<file path="src/rtl/stream_to_xillybus_rd_pkg.sv">
// -----------------------------------------------------------------------------
// stream_to_xillybus_rd_pkg
// Shared definitions for the pixel-stream to Xillybus read-port adapter:
//   - xb_state_e : frame FSM states (idle, streaming, draining, end-of-file)
//   - PAD_W      : number of zero bits prepended to each pixel (32 - 24)
//   - cnt_width(): width of a counter that can hold 0..frame_pixels
// -----------------------------------------------------------------------------
package stream_to_xillybus_rd_pkg;

  typedef enum logic [1:0] {
    S_IDLE   = 2'd0,
    S_STREAM = 2'd1,
    S_DRAIN  = 2'd2,
    S_EOF    = 2'd3
  } xb_state_e;

  localparam int DEF_IN_W = 24;
  localparam int PAD_W    = 8;

  // 2^(clog2(n)+1) >= 2n > n, so the counter can always represent n itself.
  function automatic int cnt_width(input int frame_pixels);
    return $clog2(frame_pixels) + 1;
  endfunction

endpackage

</file>
<file path="src/rtl/stream_to_xillybus_rd_if.sv">
// -----------------------------------------------------------------------------
// stream_to_xillybus_rd_if
// Bundles the upstream ready/valid pixel stream and the Xillybus read port.
//   io_in_valid/io_in_ready/io_in_bits : upstream pixel handshake
//   user_r_open/user_r_rden            : host side controls
//   user_r_empty/user_r_data/user_r_eof: host side status and data
// Modports: slave = the adapter, master = the surrounding environment.
// -----------------------------------------------------------------------------
interface stream_to_xillybus_rd_if #(
  parameter int IN_W  = 24,
  parameter int OUT_W = 32
);
  logic             io_in_valid;
  logic             io_in_ready;
  logic [IN_W-1:0]  io_in_bits;
  logic             user_r_open;
  logic             user_r_rden;
  logic             user_r_empty;
  logic [OUT_W-1:0] user_r_data;
  logic             user_r_eof;

  modport slave (
    input  io_in_valid, io_in_bits, user_r_open, user_r_rden,
    output io_in_ready, user_r_empty, user_r_data, user_r_eof
  );

  modport master (
    output io_in_valid, io_in_bits, user_r_open, user_r_rden,
    input  io_in_ready, user_r_empty, user_r_data, user_r_eof
  );
endinterface

</file>
<file path="src/rtl/stream_to_xillybus_rd_xb_sync_fifo.sv">
// -----------------------------------------------------------------------------
// xb_sync_fifo
// DEPTH x W single-clock buffer with a registered output word.
//   push/din : write din when not full
//   pop      : load dout from the oldest entry when not empty (1-cycle latency)
//   flush    : clear pointers, count and dout; overrides push/pop
//   count/full/empty : occupancy, all derived from the registered count
// -----------------------------------------------------------------------------
module xb_sync_fifo #(
  parameter int DEPTH = 16,
  parameter int W     = 32,
  parameter int CW    = $clog2(DEPTH) + 1
) (
  input  logic          clk,
  input  logic          reset_n,
  input  logic          push,
  input  logic          pop,
  input  logic          flush,
  input  logic [W-1:0]  din,
  output logic [CW-1:0] count,
  output logic          full,
  output logic          empty,
  output logic [W-1:0]  dout
);
  localparam int AW = $clog2(DEPTH);

  logic [W-1:0]  mem [DEPTH];
  logic [AW-1:0] wr_ptr;
  logic [AW-1:0] rd_ptr;
  logic          do_push;
  logic          do_pop;

  assign full    = (count == CW'(DEPTH));
  assign empty   = (count == '0);
  assign do_push = push && !full && !flush;
  assign do_pop  = pop && !empty && !flush;

  // Storage is not reset: only entries below count are ever read.
  always_ff @(posedge clk) begin
    if (do_push) mem[wr_ptr] <= din;
  end

  // Pointers wrap naturally because DEPTH is a power of two.
  always_ff @(posedge clk or negedge reset_n) begin
    if (!reset_n) begin
      wr_ptr <= '0;
      rd_ptr <= '0;
      count  <= '0;
      dout   <= '0;
    end else if (flush) begin
      wr_ptr <= '0;
      rd_ptr <= '0;
      count  <= '0;
      dout   <= '0;
    end else begin
      if (do_push) wr_ptr <= wr_ptr + 1'b1;
      if (do_pop) begin
        rd_ptr <= rd_ptr + 1'b1;
        dout   <= mem[rd_ptr];
      end
      case ({do_push, do_pop})
        2'b10:   count <= count + 1'b1;
        2'b01:   count <= count - 1'b1;
        default: count <= count;
      endcase
    end
  end

endmodule

</file>
<file path="src/rtl/stream_to_xillybus_rd.sv">
// -----------------------------------------------------------------------------
// stream_to_xillybus_rd
// Egress adapter from a 24-bit ready/valid pixel stream to the Xillybus read
// port. Buffers pixels locally, zero-pads them to OUT_W bits, counts pixels in
// the frame and raises eof once a full frame has been delivered to the host.
//   clk, reset_n : bus clock, asynchronous active-low reset
//   bus          : pixel stream + Xillybus read port (slave modport)
//   frame_done   : one-cycle pulse when eof is first raised
//   rd_err       : sticky flag, host strobed rden while empty
// A new frame starts only after the host closes and reopens the device file.
// -----------------------------------------------------------------------------
module stream_to_xillybus_rd
  import stream_to_xillybus_rd_pkg::*;
#(
  parameter int IN_W         = DEF_IN_W,
  parameter int OUT_W        = IN_W + PAD_W,
  parameter int DEPTH        = 16,
  parameter int FRAME_PIXELS = 307200,
  parameter int CNT_W        = cnt_width(FRAME_PIXELS)
) (
  input  logic                     clk,
  input  logic                     reset_n,
  stream_to_xillybus_rd_if.slave   bus,
  output logic                     frame_done,
  output logic                     rd_err
);
  localparam int CW    = $clog2(DEPTH) + 1;
  localparam int PAD_N = OUT_W - IN_W;

  xb_state_e        state;
  xb_state_e        state_nxt;
  logic [CNT_W-1:0] pix_cnt;
  logic [CW-1:0]    count;
  logic             full;
  logic             empty;
  logic             push;
  logic             flush;
  logic             last_pixel;
  logic [OUT_W-1:0] din;

  // Closing the file resets the whole frame context, whatever the state.
  assign flush      = !bus.user_r_open;
  // Decoded from registered state and count only, so a same-cycle pop never
  // frees room for a push.
  assign bus.io_in_ready  = (state == S_STREAM) && !full;
  assign push             = bus.io_in_valid && bus.io_in_ready;
  assign last_pixel       = push && (pix_cnt == CNT_W'(FRAME_PIXELS - 1));
  assign din              = {{PAD_N{1'b0}}, bus.io_in_bits};
  assign bus.user_r_empty = empty;
  assign bus.user_r_eof   = (state == S_EOF);

  xb_sync_fifo #(
    .DEPTH (DEPTH),
    .W     (OUT_W),
    .CW    (CW)
  ) u_fifo (
    .clk     (clk),
    .reset_n (reset_n),
    .push    (push),
    .pop     (bus.user_r_rden),
    .flush   (flush),
    .din     (din),
    .count   (count),
    .full    (full),
    .empty   (empty),
    .dout    (bus.user_r_data)
  );

  always_ff @(posedge clk or negedge reset_n) begin
    if (!reset_n) state <= S_IDLE;
    else          state <= state_nxt;
  end

  always_comb begin
    state_nxt = state;
    if (!bus.user_r_open) begin
      state_nxt = S_IDLE;
    end else begin
      case (state)
        S_IDLE:   state_nxt = S_STREAM;
        S_STREAM: if (last_pixel) state_nxt = S_DRAIN;
        S_DRAIN:  if (count == '0) state_nxt = S_EOF;
        S_EOF:    state_nxt = S_EOF;
        default:  state_nxt = S_IDLE;
      endcase
    end
  end

  // Pushes only happen in STREAM, so the counter freezes once DRAIN is entered.
  always_ff @(posedge clk or negedge reset_n) begin
    if (!reset_n) begin
      pix_cnt    <= '0;
      frame_done <= 1'b0;
      rd_err     <= 1'b0;
    end else begin
      if (flush)     pix_cnt <= '0;
      else if (push) pix_cnt <= pix_cnt + 1'b1;
      frame_done <= (state == S_DRAIN) && (state_nxt == S_EOF);
      if (bus.user_r_rden && empty) rd_err <= 1'b1;
    end
  end

endmodule

</file>
<file path="src/flat_wrapper.sv">
// flat-port wrapper written by rule: the top's interface ports become plain ports
module stream_to_xillybus_rd_flat import stream_to_xillybus_rd_pkg::*;
#(
  parameter int IN_W         = DEF_IN_W,
  parameter int OUT_W        = IN_W + PAD_W,
  parameter int DEPTH        = 16,
  parameter int FRAME_PIXELS = 307200,
  parameter int CNT_W        = cnt_width(FRAME_PIXELS)
)
  (clk, reset_n, frame_done, rd_err, bus_io_in_valid, bus_io_in_bits, bus_user_r_open, bus_user_r_rden, bus_io_in_ready, bus_user_r_empty, bus_user_r_data, bus_user_r_eof);
  stream_to_xillybus_rd_if #(.IN_W(IN_W), .OUT_W(OUT_W)) bus_i ();
  input  logic clk;
  input  logic reset_n;
  output logic frame_done;
  output logic rd_err;
  input wire logic [$bits(bus_i.io_in_valid)-1:0] bus_io_in_valid;
  input wire logic [$bits(bus_i.io_in_bits)-1:0] bus_io_in_bits;
  input wire logic [$bits(bus_i.user_r_open)-1:0] bus_user_r_open;
  input wire logic [$bits(bus_i.user_r_rden)-1:0] bus_user_r_rden;
  output wire logic [$bits(bus_i.io_in_ready)-1:0] bus_io_in_ready;
  output wire logic [$bits(bus_i.user_r_empty)-1:0] bus_user_r_empty;
  output wire logic [$bits(bus_i.user_r_data)-1:0] bus_user_r_data;
  output wire logic [$bits(bus_i.user_r_eof)-1:0] bus_user_r_eof;
  assign bus_i.io_in_valid = bus_io_in_valid;
  assign bus_i.io_in_bits = bus_io_in_bits;
  assign bus_i.user_r_open = bus_user_r_open;
  assign bus_i.user_r_rden = bus_user_r_rden;
  assign bus_io_in_ready = bus_i.io_in_ready;
  assign bus_user_r_empty = bus_i.user_r_empty;
  assign bus_user_r_data = bus_i.user_r_data;
  assign bus_user_r_eof = bus_i.user_r_eof;
  stream_to_xillybus_rd #(.IN_W(IN_W), .OUT_W(OUT_W), .DEPTH(DEPTH), .FRAME_PIXELS(FRAME_PIXELS), .CNT_W(CNT_W)) u_core (.clk(clk), .reset_n(reset_n), .bus(bus_i), .frame_done(frame_done), .rd_err(rd_err));
endmodule
</file>
<file path="config.mk">
export PLATFORM = sky130hd
export DESIGN_NAME = stream_to_xillybus_rd_flat
export DESIGN_NICKNAME = d
export VERILOG_FILES = /design/src/rtl/stream_to_xillybus_rd_pkg.sv /design/src/rtl/stream_to_xillybus_rd_if.sv /design/src/rtl/stream_to_xillybus_rd_xb_sync_fifo.sv /design/src/rtl/stream_to_xillybus_rd.sv /design/src/flat_wrapper.sv
export SDC_FILE = /design/constraint.sdc
export NUM_CORES = 1
export LEC_CHECK = 0
export CORE_MARGIN = 3
export CORE_UTILIZATION = 50
export DETAILED_ROUTE_END_ITERATION = 10
export HOLD_SLACK_MARGIN = 0.02
export PLACE_DENSITY = 0.64
export SYNTH_ARGS = -nofsm -noshare
export SYNTH_HDL_FRONTEND = slang
export SYNTH_SLANG_ARGS = --single-unit
export TNS_END_PERCENT = 30
</file>
<file path="constraint.sdc">
create_clock -name clk -period 10 [get_ports clk]
set_clock_uncertainty 0.1 [all_clocks]
set_input_delay 2.5 -clock clk [delete_from_list [all_inputs] [get_ports clk]]
set_output_delay 2.5 -clock clk [all_outputs]
set_load 0.01 [all_outputs]
</file>
==> metrics.txt, run 1 <==
# TYPE chip_impl_metric gauge
chip_impl_metric{name="postSynth.asyncResetShare",unit="%"} 13.71
chip_impl_metric{name="die_h",unit="µm"} 193.9
chip_impl_metric{name="antenna_violations_before_repair",unit=""} 0
chip_impl_info{name="synth_area_leader_cell",value="sky130_fd_sc_hd__edfxtp_1"} 1
chip_impl_info{name="min-delay-start",value="u_core.rd_err"} 1
chip_impl_metric{name="synth_compound_area_share",unit="%"} 4.181
chip_impl_metric{name="grt_first_pass_wirelength",unit="µm"} 53830
chip_impl_metric{name="area_growth_syn_to_layout",unit="%"} 14.87
chip_impl_metric{name="initial_utilization",unit="%"} 50.86
chip_impl_metric{name="post_route_minimum_period",unit="ps"} 5682
chip_impl_info{name="ctsRootBufferMaster",value="sky130_fd_sc_hd__clkbuf_16"} 1
chip_impl_metric{name="preCtsSetupSlack",unit="ps"} 3688
chip_impl_metric{name="post_synth_xor_area_fraction",unit="%"} 1.141
chip_impl_metric{name="area_of_the_core_region",unit="mm²"} 0.03471
chip_impl_info{name="ys_top_cells_by_area",value="sky130_fd_sc_hd__edfxtp_1 (65%), sky130_fd_sc_hd__mux4_2 (12%), sky130_fd_sc_hd__dfrtp_1 (8.6%)"} 1
chip_impl_metric{name="synth_top_area_share",unit="%"} 65.32
chip_impl_metric{name="leakage_power_figure",unit="nW"} 6.570
chip_impl_info{name="grt-busiest-layer",value="met2"} 1
chip_impl_metric{name="fmax",unit="GHz"} 0.1760
chip_impl_metric{name="syn_inst",unit=""} 914
chip_impl_metric{name="worst-endpoint-arrival",unit="ps"} 5820
chip_impl_metric{name="grt_start_max_net_pins",unit=""} 62
chip_impl_metric{name="yosysWarnings",unit=""} 0
chip_impl_metric{name="crit_required",unit="ps"} 10130
chip_impl_metric{name="route.detailed.drc",unit=""} 0
chip_impl_metric{name="via_count_of_the_first_global_routing_pass",unit=""} 8890
chip_impl_info{name="worstSetupStartpointType",value="input port"} 1
chip_impl_metric{name="gpl.final_weighted_congestion",unit=""} 0.7937
chip_impl_metric{name="rr_worst_depth",unit=""} 5
chip_impl_metric{name="route.detailed.wl_per_inst",unit="µm"} 23.23
chip_impl_info{name="grt_setup_unrepaired",value="false"} 1
chip_impl_metric{name="syn_area_per_cell",unit="µm²"} 19.32
chip_impl_metric{name="number_of_flops_mapped_to_enable_cells_by_yosys",unit=""} 384
chip_impl_metric{name="synth_cell_type_count",unit=""} 53
chip_impl_metric{name="vias",unit=""} 8664
chip_impl_metric{name="worst_case_setup_margin_in_the_final_layout",unit="ps"} 4318
chip_impl_metric{name="ctsHtreeMaxLevel",unit=""} 2
chip_impl_metric{name="muxShareOfSynthArea",unit="%"} 13.89
chip_impl_info{name="critPathLaunch",value="bus_io_in_valid"} 1
chip_impl_info{name="synth_commonest_cells",value="sky130_fd_sc_hd__edfxtp_1 (384), sky130_fd_sc_hd__mux4_2 (96), sky130_fd_sc_hd__dfrtp_1 (61)"} 1
chip_impl_metric{name="postCtsResizedCells",unit=""} 0
chip_impl_metric{name="crit_path_max_fanout",unit=""} 13
chip_impl_metric{name="postRouteAntennaNets",unit=""} 0
chip_impl_metric{name="synth_area_in_simple_gates",unit="%"} 4.465
chip_impl_info{name="critical_path.reg2reg.endpoint",value="u_core.u_fifo.mem[8][22]"} 1
chip_impl_info{name="regToRegStartpoint",value="u_core.state[1]"} 1
chip_impl_metric{name="overflow",unit=""} 0
chip_impl_metric{name="design.final.nets",unit=""} 1034
chip_impl_info{name="crit_end_category",value="register"} 1
chip_impl_metric{name="post_synth_fa_ha_maj_area_fraction",unit="%"} 0.5670
chip_impl_metric{name="worst_pin_slew",unit="ps"} 1170
chip_impl_metric{name="cts_num_sinks",unit=""} 445
chip_impl_metric{name="cts_setup_buffers",unit=""} 0
chip_impl_metric{name="power.density",unit="mW/mm²"} 216.0
chip_impl_metric{name="grt.met2_usage",unit="%"} 30.01
chip_impl_metric{name="final.setup.tns",unit="ps"} 0
chip_impl_metric{name="totalWireLength",unit="µm"} 34620
chip_impl_metric{name="timing.reg2reg.setup_slack",unit="ps"} 6240
chip_impl_metric{name="design.portCount",unit=""} 66
chip_impl_metric{name="use_met1",unit="%"} 27.21
chip_impl_info{name="holdCritPathClass",value="reg -> reg"} 1
chip_impl_metric{name="synth.cell_area",unit="mm²"} 0.01765
chip_impl_info{name="yosys_most_used_dff",value="sky130_fd_sc_hd__edfxtp_1"} 1
chip_impl_metric{name="final_number_of_hold_violating_endpoints",unit=""} 0
chip_impl_metric{name="die_area",unit="mm²"} 0.03760
chip_impl_metric{name="cts.hold.buffers_added",unit=""} 0
chip_impl_metric{name="die_width",unit="µm"} 193.9
chip_impl_metric{name="cts.reportedPaths.clkPinSlew",unit="ps"} 60
chip_impl_metric{name="report.final.setup_viol",unit=""} 0
chip_impl_metric{name="drt-pass1-iter-count",unit=""} 5
chip_impl_metric{name="grt_util_met3",unit="%"} 3.128
chip_impl_metric{name="io_buffer_count",unit=""} 57
chip_impl_metric{name="place.detailed.hpwl",unit="µm"} 20600
chip_impl_metric{name="number_of_buffers_on_the_longest_clock_path",unit=""} 3
chip_impl_info{name="cts_tree",value="done"} 1
chip_impl_metric{name="synth-seq-area-share",unit="%"} 73.96
chip_impl_metric{name="number_of_max_cap_violations",unit=""} 0
chip_impl_metric{name="core.rowCount",unit=""} 68
chip_impl_info{name="worstSetupPathType",value="in -> reg"} 1
chip_impl_metric{name="ys_ff_latch",unit=""} 445
chip_impl_info{name="yosys.cell_count.top_type",value="sky130_fd_sc_hd__edfxtp_1"} 1
chip_impl_info{name="main_combinational_cell_family_by_area_after_synthesis",value="multiplexers"} 1
chip_impl_metric{name="drt-initial-drc-count",unit=""} 675
chip_impl_metric{name="irDropWorstVdd",unit="mV"} 0.1599
chip_impl_metric{name="post_route_cells_drive_above_1_share",unit="%"} 22.03
chip_impl_metric{name="number_of_buffers_created_by_cts",unit=""} 46
chip_impl_metric{name="clock_insertion_delay_worst_skew",unit="ps"} 550
chip_impl_metric{name="period_share",unit="%"} 56.82
chip_impl_metric{name="relSlewSlack",unit="%"} 21.59
chip_impl_metric{name="gr-usage-all-layers",unit="%"} 18.58
chip_impl_metric{name="num_antenna_cells",unit=""} 0
chip_impl_metric{name="finalMaxSlewViolations",unit=""} 0
chip_impl_info{name="hold-path-endpoint",value="u_core.rd_err"} 1
chip_impl_metric{name="via_per_inst",unit=""} 5.815
chip_impl_metric{name="worst_hold_path.num_cells",unit=""} 1
chip_impl_info{name="result_of_the_run",value="finished, final reports clean"} 1
-- area by class of cell --
class	instances	area [µm²]
clock buffer	58	1246
clock inverter	28	178.9
tap	455	569.3
inverter	5	18.77
sequential	445	13070
multi-input combinational	414	4418
fill	2629	14430
timing repair buffer	85	778.2
-- logic make-up after synthesis --
kind of cell / Yosys count
flops: 445
simple gates: 148
mux: 125
compound gates: 102
buf+inv: 62
xor+xnor: 23
fa+ha+maj: 8
other cells: 1
-- power by group --
| part | internal (mW) | switching, mW |
|---|---|---|
| Combinational | 0.334 | 0.304 |
| Clock | 0.911 | 0.686 |
| Sequential | 2.07 | 0.0795 |
-- state kept, by name, summed over array words and instances (netlist names) --
name	count
u_core.state	2
u_core.rd_err	1
u_core.frame_done	1
u_core.u_fifo.count	5
u_core.u_fifo.wr_ptr	4
u_core.u_fifo.dout	24
u_core.pix_cnt	20
u_core.u_fifo.mem	384
u_core.u_fifo.rd_ptr	4
-- layout by cell type, fill, tap and decap left out, drive strengths merged, types with 6 or more instances in the layout --
cell / n
edfxtp: 384
nor2: 33
mux4: 96
buf: 29
a21oi: 36
xor2: 17
clkdlybuf4s50: 56
xnor2: 6
dfrtp: 61
nand3: 17
a211oi: 25
nand2: 29
inv: 7
ha: 8
conb: 8
a22o: 24
clkinv: 23
nor3: 10
clkbuf: 58
mux2i: 29
nor2b: 24
-- metal layers --
layer | vias up | wire length [µm]
li1 | 3852 | -
met1 | 4583 | 15830
met2 | 186 | 16840
met3 | 43 | 1420
met4 | 0 | 524
met5 | - | 0
-- how the worst max path moves through the flow --
stage          slack, ps                       end
2_1_floorplan       3930   u_core.u_fifo.mem[0][0]
4_1_cts             4260   u_core.u_fifo.mem[8][1]
5_1_grt             4010   u_core.u_fifo.mem[8][1]
3_3_place_gp        3740  u_core.u_fifo.mem[8][21]
3_5_place_dp        3690  u_core.u_fifo.mem[8][21]
6_report            4320  u_core.u_fifo.mem[8][22]
-- critical path, cell delays in order --
cell                              delay, ps
sky130_fd_sc_hd__clkdlybuf4s50_1        480
sky130_fd_sc_hd__nand3b_1               260
sky130_fd_sc_hd__a21oi_2                550
sky130_fd_sc_hd__nand2_1                550
sky130_fd_sc_hd__nor3_2                1070
sky130_fd_sc_hd__buf_4                  380
-- metrics by stage --
step	utilization, %	cell area (µm²)	instances	power [mW]	hold slack, ps
6_report	58.42	20280	1490	4.381	362.8
5_1_grt	58.42	20280	1490	4.560	380.2
4_1_cts	58.42	20280	1490	4.436	368.6
3_5_place_dp	54.31	18850	1404	2.834	355.0
3_3_place_gp	54.31	18850	1404	2.826	339.9
2_1_floorplan	-	17680	921	2.603	393.2
Note: power is estimated with default switching activity, not from simulation.
==> run 2: changes to the inputs <==
--- a/config.mk
+++ b/config.mk
@@ -9,7 +9,7 @@
 export CORE_UTILIZATION = 50
 export DETAILED_ROUTE_END_ITERATION = 10
 export HOLD_SLACK_MARGIN = 0.02
-export PLACE_DENSITY = 0.64
+export PLACE_DENSITY = 0.67
 export SYNTH_ARGS = -nofsm -noshare
 export SYNTH_HDL_FRONTEND = slang
 export SYNTH_SLANG_ARGS = --single-unit
==> constraint.sdc (replaced) <==
create_clock -name clk -period 4.9 [get_ports clk]
set_clock_uncertainty 0.1 [all_clocks]
set_input_delay 1.225 -clock clk [delete_from_list [all_inputs] [get_ports clk]]
set_output_delay 1.225 -clock clk [all_outputs]
set_load 0.01 [all_outputs]
==> run 2 against run 1 <==
Net effect: worst setup slack worse by 3200 ps; wire length up 0.70%; sequential power increased by 100%; sequential cell count unchanged; critical path depth fell by 2; cell area increased by 0.72%; register-to-register slack got worse by 4600 ps; clock power increased by 110%; largest cell class unchanged.
==> metrics.txt, run 2 (synthesized netlist as in run 1, its figures left out) <==
# TYPE chip_impl_metric gauge
chip_impl_metric{name="area_of_the_core_region",unit="mm²"} 0.03471
chip_impl_info{name="min-delay-start",value="u_core.rd_err"} 1
chip_impl_metric{name="timing.reg2reg.setup_slack",unit="ps"} 1690
chip_impl_metric{name="design.portCount",unit=""} 66
chip_impl_metric{name="number_of_buffers_created_by_cts",unit=""} 45
chip_impl_metric{name="worst-endpoint-arrival",unit="ps"} 2450
chip_impl_info{name="layout_common_cells",value="sky130_fd_sc_hd__edfxtp_1 (384), sky130_fd_sc_hd__mux4_2 (96), sky130_fd_sc_hd__dfrtp_1 (57)"} 1
chip_impl_metric{name="postRouteAntennaNets",unit=""} 0
chip_impl_metric{name="drt-pass1-iter-count",unit=""} 4
chip_impl_info{name="layout_top_registers",value="u_core.u_fifo.mem x384, u_core.u_fifo.dout x24, u_core.pix_cnt x20"} 1
chip_impl_metric{name="via_count_of_the_first_global_routing_pass",unit=""} 8966
chip_impl_metric{name="route.detailed.drc",unit=""} 0
chip_impl_metric{name="worst_hold_path.num_cells",unit=""} 1
chip_impl_metric{name="area_growth_syn_to_layout",unit="%"} 15.69
chip_impl_metric{name="totalWireLength",unit="µm"} 34860
chip_impl_info{name="registers.top_by_ff_count",value="u_core.u_fifo.mem"} 1
chip_impl_metric{name="switching_share",unit="%"} 23.83
chip_impl_metric{name="worst_pin_slew",unit="ps"} 1092
chip_impl_metric{name="netSwitchingPower",unit="mW"} 2.163
chip_impl_metric{name="final_number_of_hold_violating_endpoints",unit=""} 0
chip_impl_info{name="regToRegStartpoint",value="u_core.u_fifo.count[1]"} 1
chip_impl_metric{name="drt-initial-drc-count",unit=""} 576
chip_impl_metric{name="number_of_max_cap_violations",unit=""} 0
chip_impl_metric{name="cts.reportedPaths.clkPinSlew",unit="ps"} 60
chip_impl_metric{name="design.final.nets",unit=""} 1044
chip_impl_info{name="crit_end_category",value="output pin"} 1
chip_impl_metric{name="holdWs",unit="ps"} 364.6
chip_impl_metric{name="die_h",unit="µm"} 193.9
chip_impl_metric{name="final.setup.tns",unit="ps"} 0
chip_impl_metric{name="crit_path_max_fanout",unit=""} 7
chip_impl_metric{name="crit_required",unit="ps"} 3580
chip_impl_metric{name="place.detailed.hpwl",unit="µm"} 20170
chip_impl_metric{name="overflow",unit=""} 0
chip_impl_metric{name="largest_register_ffs",unit=""} 384
chip_impl_metric{name="finalMaxSlewViolations",unit=""} 0
chip_impl_metric{name="cts_setup_buffers",unit=""} 0
chip_impl_metric{name="route.detailed.wl_per_inst",unit="µm"} 23.27
chip_impl_metric{name="power.density",unit="mW/mm²"} 444.3
chip_impl_metric{name="initial_utilization",unit="%"} 50.86
chip_impl_metric{name="number_of_buffers_on_the_longest_clock_path",unit=""} 3
chip_impl_metric{name="cts.hold.buffers_added",unit=""} 0
chip_impl_metric{name="postCtsResizedCells",unit=""} 0
chip_impl_metric{name="p_clk_share",unit="%"} 37.3
chip_impl_metric{name="via_per_inst",unit=""} 5.797
chip_impl_info{name="result_of_the_run",value="finished, final reports clean"} 1
chip_impl_metric{name="leakage_power_figure",unit="nW"} 6.638
chip_impl_info{name="holdCritPathClass",value="reg -> reg"} 1
chip_impl_metric{name="rr_worst_depth",unit=""} 10
chip_impl_metric{name="ctsHtreeMaxLevel",unit=""} 2
chip_impl_metric{name="grt_first_pass_wirelength",unit="µm"} 54320
chip_impl_metric{name="clock_insertion_delay_worst_skew",unit="ps"} 550
chip_impl_metric{name="num_antenna_cells",unit=""} 0
chip_impl_metric{name="antenna_violations_before_repair",unit=""} 0
chip_impl_metric{name="cts_num_sinks",unit=""} 445
chip_impl_metric{name="internal-power",unit="mW"} 6.913
chip_impl_info{name="worstSetupPathType",value="reg -> out"} 1
chip_impl_metric{name="report.final.setup_viol",unit=""} 0
chip_impl_metric{name="period_share",unit="%"} 77.01
chip_impl_info{name="worstSetupStartpointType",value="register"} 1
chip_impl_info{name="most_common_cell_after_layout_fill_and_taps_aside",value="sky130_fd_sc_hd__edfxtp_1"} 1
chip_impl_info{name="critical_path.reg2reg.endpoint",value="u_core.u_fifo.count[4]"} 1
chip_impl_metric{name="post_route_minimum_period",unit="ps"} 3773
chip_impl_metric{name="io_buffer_count",unit=""} 57
chip_impl_metric{name="fmax",unit="GHz"} 0.2650
chip_impl_info{name="ctsRootBufferMaster",value="sky130_fd_sc_hd__clkbuf_16"} 1
chip_impl_metric{name="gr-usage-all-layers",unit="%"} 18.72
chip_impl_metric{name="relSlewSlack",unit="%"} 27.19
chip_impl_metric{name="die_area",unit="mm²"} 0.03760
chip_impl_info{name="cts_tree",value="done"} 1
chip_impl_metric{name="post_route_cells_drive_above_1_share",unit="%"} 22.82
chip_impl_metric{name="combinationalPowerShare",unit="%"} 14.5
chip_impl_metric{name="vias",unit=""} 8684
chip_impl_info{name="hold-path-endpoint",value="u_core.rd_err"} 1
chip_impl_metric{name="grt_start_max_net_pins",unit=""} 62
chip_impl_info{name="grt_setup_unrepaired",value="false"} 1
chip_impl_metric{name="die_width",unit="µm"} 193.9
chip_impl_metric{name="irDropWorstVdd",unit="mV"} 0.2619
chip_impl_metric{name="core.rowCount",unit=""} 68
chip_impl_metric{name="pwr-share-seq",unit="%"} 48.2
chip_impl_metric{name="gpl.final_weighted_congestion",unit=""} 0.7446
## run 2: cell count changes in the layout (fill, tap and decap cells not counted), sizes merged
cell,before,now
clkinvlp,2,5
clkinv,23,17
buf,29,40
inv,7,5
clkbuf,58,57
bufinv,1,4
## run 2: worst max-delay path by stage
stage | end | start | depth (start not counted)
after global routing | bus_user_r_empty | u_core.u_fifo.count[1] | 4
after floorplan | u_core.u_fifo.mem[0][0] | bus_io_in_valid | 4
final | bus_user_r_empty | u_core.u_fifo.count[1] | 4
after detailed placement | u_core.u_fifo.count[4] | bus_io_in_valid | 11
after CTS | bus_user_r_empty | u_core.u_fifo.count[1] | 4
after global placement | u_core.u_fifo.count[4] | bus_io_in_valid | 11
## run 2: area by class of cell
cell class	count	area [µm²]
clock buffers	57	1232
clock inverters	26	250.2
fillers	2533	14290
inverters	5	18.77
multi-input cells	414	4410
flip-flops and latches	445	13070
well taps	455	569.3
repair buffers	96	873.3
## run 2: power by group through the flow
| stage | Clock (mW) | Sequential [mW] | Combinational [mW] |
|---|---|---|---|
| 2_1_floorplan | 0 | 4.39 | 0.926 |
| 3_3_place_gp | 0 | 4.45 | 1.32 |
| 3_5_place_dp | 0 | 4.45 | 1.33 |
| 4_1_cts | 3.45 | 4.38 | 1.34 |
| 5_1_grt | 3.63 | 4.39 | 1.43 |
| 6_report | 3.39 | 4.37 | 1.32 |
## run 2: layer usage
| layer | GRT usage, % | routed length (µm) | up-vias |
|---|---|---|---|
| li1 | - | - | 3880 |
| met3 | 3.093 | 1501 | 47 |
| met5 | 0 | 0 | - |
| met2 | 29.81 | 17090 | 183 |
| met1 | 27.60 | 15610 | 4574 |
| met4 | 4.734 | 656 | 0 |
## run 2: stage by stage
step	setup WS [ps]	util, %	area, µm²	instances	total power [mW]
floorplan	108.1	-	17680	921	5.313
CTS	1094	58.84	20420	1498	9.172
global placement	804.1	54.57	18940	1415	5.771
global route	1034	58.84	20420	1498	9.447
detailed placement	756.1	54.57	18940	1415	5.786
finish	1127	58.84	20420	1498	9.075
## run 2: critical path, cell delays in order, from the launching register on
cell	delay [ps]
sky130_fd_sc_hd__dfrtp_1	470
sky130_fd_sc_hd__nor4_4	620
sky130_fd_sc_hd__nand2_4	160
sky130_fd_sc_hd__inv_1	120
sky130_fd_sc_hd__clkdlybuf4s50_1	540
